`src/rtl/mul_booth_unit.sv`:
```
// mul_booth_unit: signed 32x32 radix-2 Booth multiplier, one multiplier bit per cycle.
// Optional MUL_EARLY_ZERO_EN: a zero operand skips the Booth iterations.
module mul_booth_unit (
  input  logic        clk,
  input  logic        clr,
  input  logic        start,
  input  logic [31:0] mcand,
  input  logic [31:0] mplier,
  output logic        busy,
  output logic        done,
  output logic [31:0] zhi,
  output logic [31:0] zlo
);
  typedef enum logic [1:0] {IDLE, RUN, DONE} state_t;
  state_t      r_state, w_next;
  logic [32:0] r_mc, r_acc, w_sum;
  logic [31:0] r_q, r_zhi, r_zlo;
  logic [5:0]  r_cnt;
  logic        r_qm1, w_zero;
`ifdef MUL_EARLY_ZERO_EN
  assign w_zero = (mcand == '0) || (mplier == '0);
`else
  assign w_zero = 1'b0;
`endif
  always_ff @(posedge clk or negedge clr)
    if (!clr) r_state <= IDLE;
    else r_state <= w_next;
  always_comb begin
    w_next = r_state;
    case (r_state)
      IDLE:    w_next = start ? RUN : IDLE;
      RUN:     w_next = (r_cnt == '0) ? DONE : RUN;
      DONE:    w_next = IDLE;
      default: w_next = IDLE;
    endcase
  end
  assign w_sum = ({r_q[0], r_qm1} == 2'b01) ? r_acc + r_mc :
                 ({r_q[0], r_qm1} == 2'b10) ? r_acc - r_mc : r_acc;
  // A zero operand loads an empty count and cleared q, so the finishing RUN cycle yields 0.
  always_ff @(posedge clk or negedge clr)
    if (!clr) begin
      r_mc  <= '0;
      r_acc <= '0;
      r_q   <= '0;
      r_qm1 <= 1'b0;
      r_cnt <= '0;
      r_zhi <= '0;
      r_zlo <= '0;
    end else if (r_state == IDLE && start) begin
      r_mc  <= {mcand[31], mcand};
      r_acc <= '0;
      r_q   <= w_zero ? '0 : mplier;
      r_qm1 <= 1'b0;
      r_cnt <= w_zero ? 6'd0 : 6'd32;
    end else if (r_state == RUN && r_cnt != '0) begin
      r_acc <= {w_sum[32], w_sum[32:1]};
      r_q   <= {w_sum[0], r_q[31:1]};
      r_qm1 <= r_q[0];
      r_cnt <= r_cnt - 6'd1;
    end else if (r_state == RUN) begin
      r_zhi <= r_acc[31:0];
      r_zlo <= r_q;
    end
  assign busy = (r_state != IDLE);
  assign done = (r_state == DONE);
  assign zhi  = r_zhi;
  assign zlo  = r_zlo;
endmodule

```
`config.mk`:
```
export PLATFORM = sky130hd
export DESIGN_NAME = mul_booth_unit
export DESIGN_NICKNAME = d
export VERILOG_FILES = /design/src/rtl/mul_booth_unit.sv
export SDC_FILE = /design/constraint.sdc
export NUM_CORES = 1
export LEC_CHECK = 0
export CAP_MARGIN = 10
export CELL_PAD_IN_SITES_DETAIL_PLACEMENT = 0
export CELL_PAD_IN_SITES_GLOBAL_PLACEMENT = 1
export CORE_ASPECT_RATIO = 1.2
export CORE_MARGIN = 2
export CORE_UTILIZATION = 42
export DETAILED_ROUTE_END_ITERATION = 10
export PLACE_DENSITY_LB_ADDON = 0.1
export SYNTH_ARGS = -nofsm -noshare
export SYNTH_HDL_FRONTEND = slang
export SYNTH_SLANG_ARGS = --single-unit
```
`constraint.sdc`:
```
create_clock -name clk -period 3.8 [get_ports clk]
set_clock_uncertainty 0.05 [all_clocks]
set_input_delay 0.38 -clock clk [delete_from_list [all_inputs] [get_ports clk]]
set_output_delay 0.38 -clock clk [all_outputs]
set_load 0.03 [all_outputs]
```
* Word-level counts from Yosys, hierarchy flattened
Index checks and enable logic that the tools add are counted.
Storage, ports and cells: flip-flop bits (word level) 170, latch bits 0, RAM bits 0, bits in read-only memories 0, output and inout port bits 66, memories 0
Operators by class: add/subtract/negate cells 3, multiply operators 0, div/mod/pow operators 0, magnitude comparators 0, eq/ne operators 4, shift-type cells 0, multiplexer cells 13, bitwise operators 2, reductions and logical operators 8
Operators by type and width (number):
- 33-bit two-way mux | 4
- 32-bit two-way mux | 2
- 33-bit adder | 1
- 33-bit subtractor | 1
- 6-bit two-way mux | 2
- 6-bit logical NOT | 1
- 6-bit nonzero test | 1
- 6-bit by 1-bit subtractor with 6-bit output, second input constant | 1
- 2-bit by 1-bit == test with 1-bit output, second input constant | 2
- 2-bit == test, second input constant | 2
- 2-bit case mux with 2 select lines | 1
- 2-bit nonzero test | 2
- 1-bit two-way mux | 3
- 3-bit AND reduction | 1
- 1-bit logical AND | 2
- 2-bit logical NOT | 1
- 2-bit two-way mux | 1
- 1-bit inverter | 2

* Logic depth before layout (Yosys ltp)
word-level depth 5, gate-level depth with buffers 12, mapped depth without buffers 12

* Worst setup path before layout
OpenSTA, ideal clock, no wires.
kind register to register, start reg r_acc[8], end reg r_acc[29], setup time 86 ps, arrival time 2677 ps, data required time 3664 ps, path slack 988 ps, stages on the path, launching flop included 12, buffers on the path 1, clock period less this slack 2812 ps, cell sequence dfrtp_1 ha_1 buf_2 or4_1 a21oi_1 o31ai_1 nand4_1 a31oi_1 o41ai_1 a31oi_1 xnor2_1 a32oi_1
On the way: longest elaborated chain between the ends 5, elaborated cells on any way between the ends 6, classes of those cells add/sub (2); mux (4)
Ends and longest elaborated chain:
- start: declaration | line 16 | logic [32:0] r_mc, r_acc, w_sum;
- start signal: assignment | line 56 | r_acc <= {w_sum[32], w_sum[32:1]};
- 33-bit subtractor | line 38 | ({r_q[0], r_qm1} == 2'b10) ? r_acc - r_mc : r_acc;
- 33-bit two-way mux | line 38
- 33-bit two-way mux (*) | line 37 | assign w_sum = ({r_q[0], r_qm1} == 2'b01) ? r_acc + r_mc :
- 33-bit two-way mux (*) | line 55 | end else if (r_state == RUN && r_cnt != '0) begin
- 33-bit two-way mux (*) | line 49 | end else if (r_state == IDLE && start) begin
Mark *: on every way between the ends. The rest lies on a longest branch, timed or not. The select of a mux whose other input is x is not followed. A chain may end at the register's enable or synchronous reset.

* Final worst setup path
start reg r_acc[9], end reg r_acc[29]
Same word-level chain as after synthesis.

==> results.ini <==
[status]
outcome=complete, no violations

[sta]
finalMaxSlewViolations=0
relSlewSlack=0.319
setup_slack_ns=0.368
tightestPinTransition_ns=1.02
period_needed_ns=3.43
tns_ns=0
rsz0062_at_grt=false
finalCritPeriodShare=0.903
setup_viol=0
max_freq_mhz=291
finalHoldViolCount=0

[layout]
drive_gt1_frac=0.0503
diodes=0
n_fill_cell=2572
nNetsFinal=1555
final-seq-area_um2=4230
area_delta_synth_final_pct=20.0
multiInputGateArea_um2=5920

[clock_tree]
postCtsSetupBuffers=0
clock-root-buffer=clkbuf_16
clk_latency_ns=0.45
cts_buffers=17
clockBufferDepth=2
cts_tree=built
hold_buffers=1
clkTransAtPathRegs_ns=0.07
cts_resized=0
h-tree-depth=4
clkSinkCount=169

[routing]
first_pass_iters=5
ant_nets=0
drtIter0Drc=651
num_vias=9772
drcViolationCount=0
routedWlPerCell_um=18.0
wl_um=31700
vias_per_cell=5.55

[synthesis]
synth_ff_type=dfrtp_1
seq_area_frac_synth=0.394
yosysUniqueCellTypes=75
ys_ff_latch=169
synth_top_area_share=0.394
ys_top_cells_by_area=dfrtp_1, nand2_1, ha_1
synth.cell_area_um2=10700
syn_inst=1325
yosys.area.top_type=dfrtp_1
async_reset_ff_frac=1.00
avgSynthCellArea_um2=8.09
syn-num-nets=1461
yosys_warnings=0
synth_edf_count=0

[setup_path]
worstPathMaxFanout=12
startpoint_type=register
cp.required_ns=4.04
slowest_delay_ns=0.56
cpMostUsedCell=a31oi_1
critPathSlowestCell=or4_1
cp_cell_sequence=ha_1 > or4_1 > a21oi_1 > o31ai_1 > nand4_1 > a31oi_1 > o41ai_1 > a31oi_1 > xnor2_1 > a32oi_1
arrival_ns=3.67
path_class=register to register
endpoint_kind=register

[die]
start_util=0.424
ios=133
num_rows=64
die_width_um=150
die-height_um=179
fp.coreArea_um2=25300
die_area_um2=26800

[global_route]
grt_antenna_before_repair=0
grt_max_degree=79
grtUsageTotal=0.241
grt_overflow_total=0
grt_pass1_wl_um=50700
grt_pass1_vias=9437

[flow_run]
maxCapViolations=0

[placement]
port_buffers=132
dp_slack_ns=0.347
dpl.hpwl_um=22000
gp_congestion=0.941

[worst_hold_path]
holdCritPathClass=register to register

[synth_stat cells (all sizes together), types with 7 or more instances]
library cell	number
a31oi	41
nor2b	15
nand3	19
o211ai	7
nand2b	20
buf	17
mux2i	12
o21bai	15
dfrtp	169
nand2	327
nor2	108
o21ai	82
a211oi	14
o221ai	7
a21o	15
ha	67
a21oi	79
nor3	20
nand4	9
o31ai	7
clkbuf	62
inv	67
xnor2	37
[cells by family (layout without fill, tap and decap cells)]
logic type,after synthesis,in the layout,synth area share
AOI/OAI and AO/OA,329,329,0.199
xor gates and xnor gates,43,43,0.0351
adders and majority gates,69,69,0.0819
buffers and inverters,147,254,0.0537
DFF,169,169,0.394
muxes,16,16,0.0154
and+or+nand+nor,552,552,0.220
[registers in the layout, indices dropped and copies added, names as in the netlist]
| name | cells |
|---|---|
| r_qm1 | 1 |
| r_q | 32 |
| r_acc | 32 |
| r_state | 2 |
| zhi | 32 |
| r_mc | 32 |
| zlo | 32 |
| r_cnt | 6 |
[critical path: cells and delay by family (launching register included)]
family | cells | cell delay (ns)
flops | 1 | 0.42
compound gates | 6 | 1.37
fa+ha+maj | 1 | 0.45
xor+xnor | 1 | 0.17
simple gates | 2 | 0.81
[metrics by stage]
stage / cell area [um^2] / hold slack (ns) / std cells / util
3_3_place_gp: 12300 / 0.407 / 1729 / 0.487
4_1_cts: 12900 / 0.422 / 1762 / 0.508
3_5_place_dp: 12300 / 0.412 / 1729 / 0.487
2_1_floorplan: 10700 / 0.0344 / 1325 / -
5_1_grt: 12900 / 0.448 / 1762 / 0.508
6_report: 12900 / 0.422 / 1762 / 0.508
[placed cells by master (no fill, tap or decap), drive strengths merged, types with 5 or more instances in the layout]
cell / synthesis / final
nor2b: 15 / 15
a221oi: 6 / 6
nand3: 19 / 19
nor3: 20 / 20
o21bai: 15 / 15
ha: 67 / 67
dfrtp: 169 / 169
nor2: 108 / 108
a211oi: 14 / 14
nor4: 5 / 5
clkbuf: 62 / 21
or4: 6 / 6
inv: 67 / 73
nand2b: 20 / 20
nand2: 327 / 327
clkdlybuf4s50: 0 / 131
xnor2: 37 / 37
o31ai: 7 / 7
a21o: 15 / 15
nand4: 9 / 9
o221ai: 7 / 7
buf: 17 / 22
mux2i: 12 / 12
a21oi: 79 / 79
o21ai: 82 / 82
a22oi: 6 / 6
xor2: 6 / 6
o211ai: 7 / 7
a31oi: 41 / 41
[per-layer routing]
layer / vias to the layer above / wire length (um) / track usage / part of all wire
li1: 4747 / - / - / -
met1: 4709 / 14600 / 0.321 / 0.46
met2: 256 / 14900 / 0.396 / 0.47
met3: 60 / 1390 / 0.0394 / 0.044
met4: 0 / 816 / 0.0861 / 0.026
met5: - / 0 / 0 / 0
[cell type report]
class / instances / share of cell area
well taps: 330 / 0.0321
multi-input cells: 1009 / 0.460
repair buffers: 154 / 0.117
inverters: 68 / 0.0198
flip-flops and latches: 169 / 0.329
clock buffers: 21 / 0.0358
clock inverters: 11 / 0.00661
[worst paths after layout]
check	start	to	slack, ns	cells past startpoint
worst max-delay path	r_acc[9]$_DFFE_PN0P_	r_acc[29]$_DFFE_PN0P_	0.37	10
worst min-delay path	zlo[6]$_DFFE_PN0P_	zlo[6]$_DFFE_PN0P_	0.42	2
worst max register to register	r_acc[9]$_DFFE_PN0P_	r_acc[29]$_DFFE_PN0P_	0.37	10
worst min register to register	zlo[6]$_DFFE_PN0P_	zlo[6]$_DFFE_PN0P_	0.42	2
max in group asynchronous	clr	zhi[4]$_DFFE_PN0P_	2.32	3
min in group asynchronous	clr	zlo[6]$_DFFE_PN0P_	0.50	2
Power is left out: the tool's default activity adds up to more than one toggle a clock period on the data nets, which glitch-free logic cannot reach.
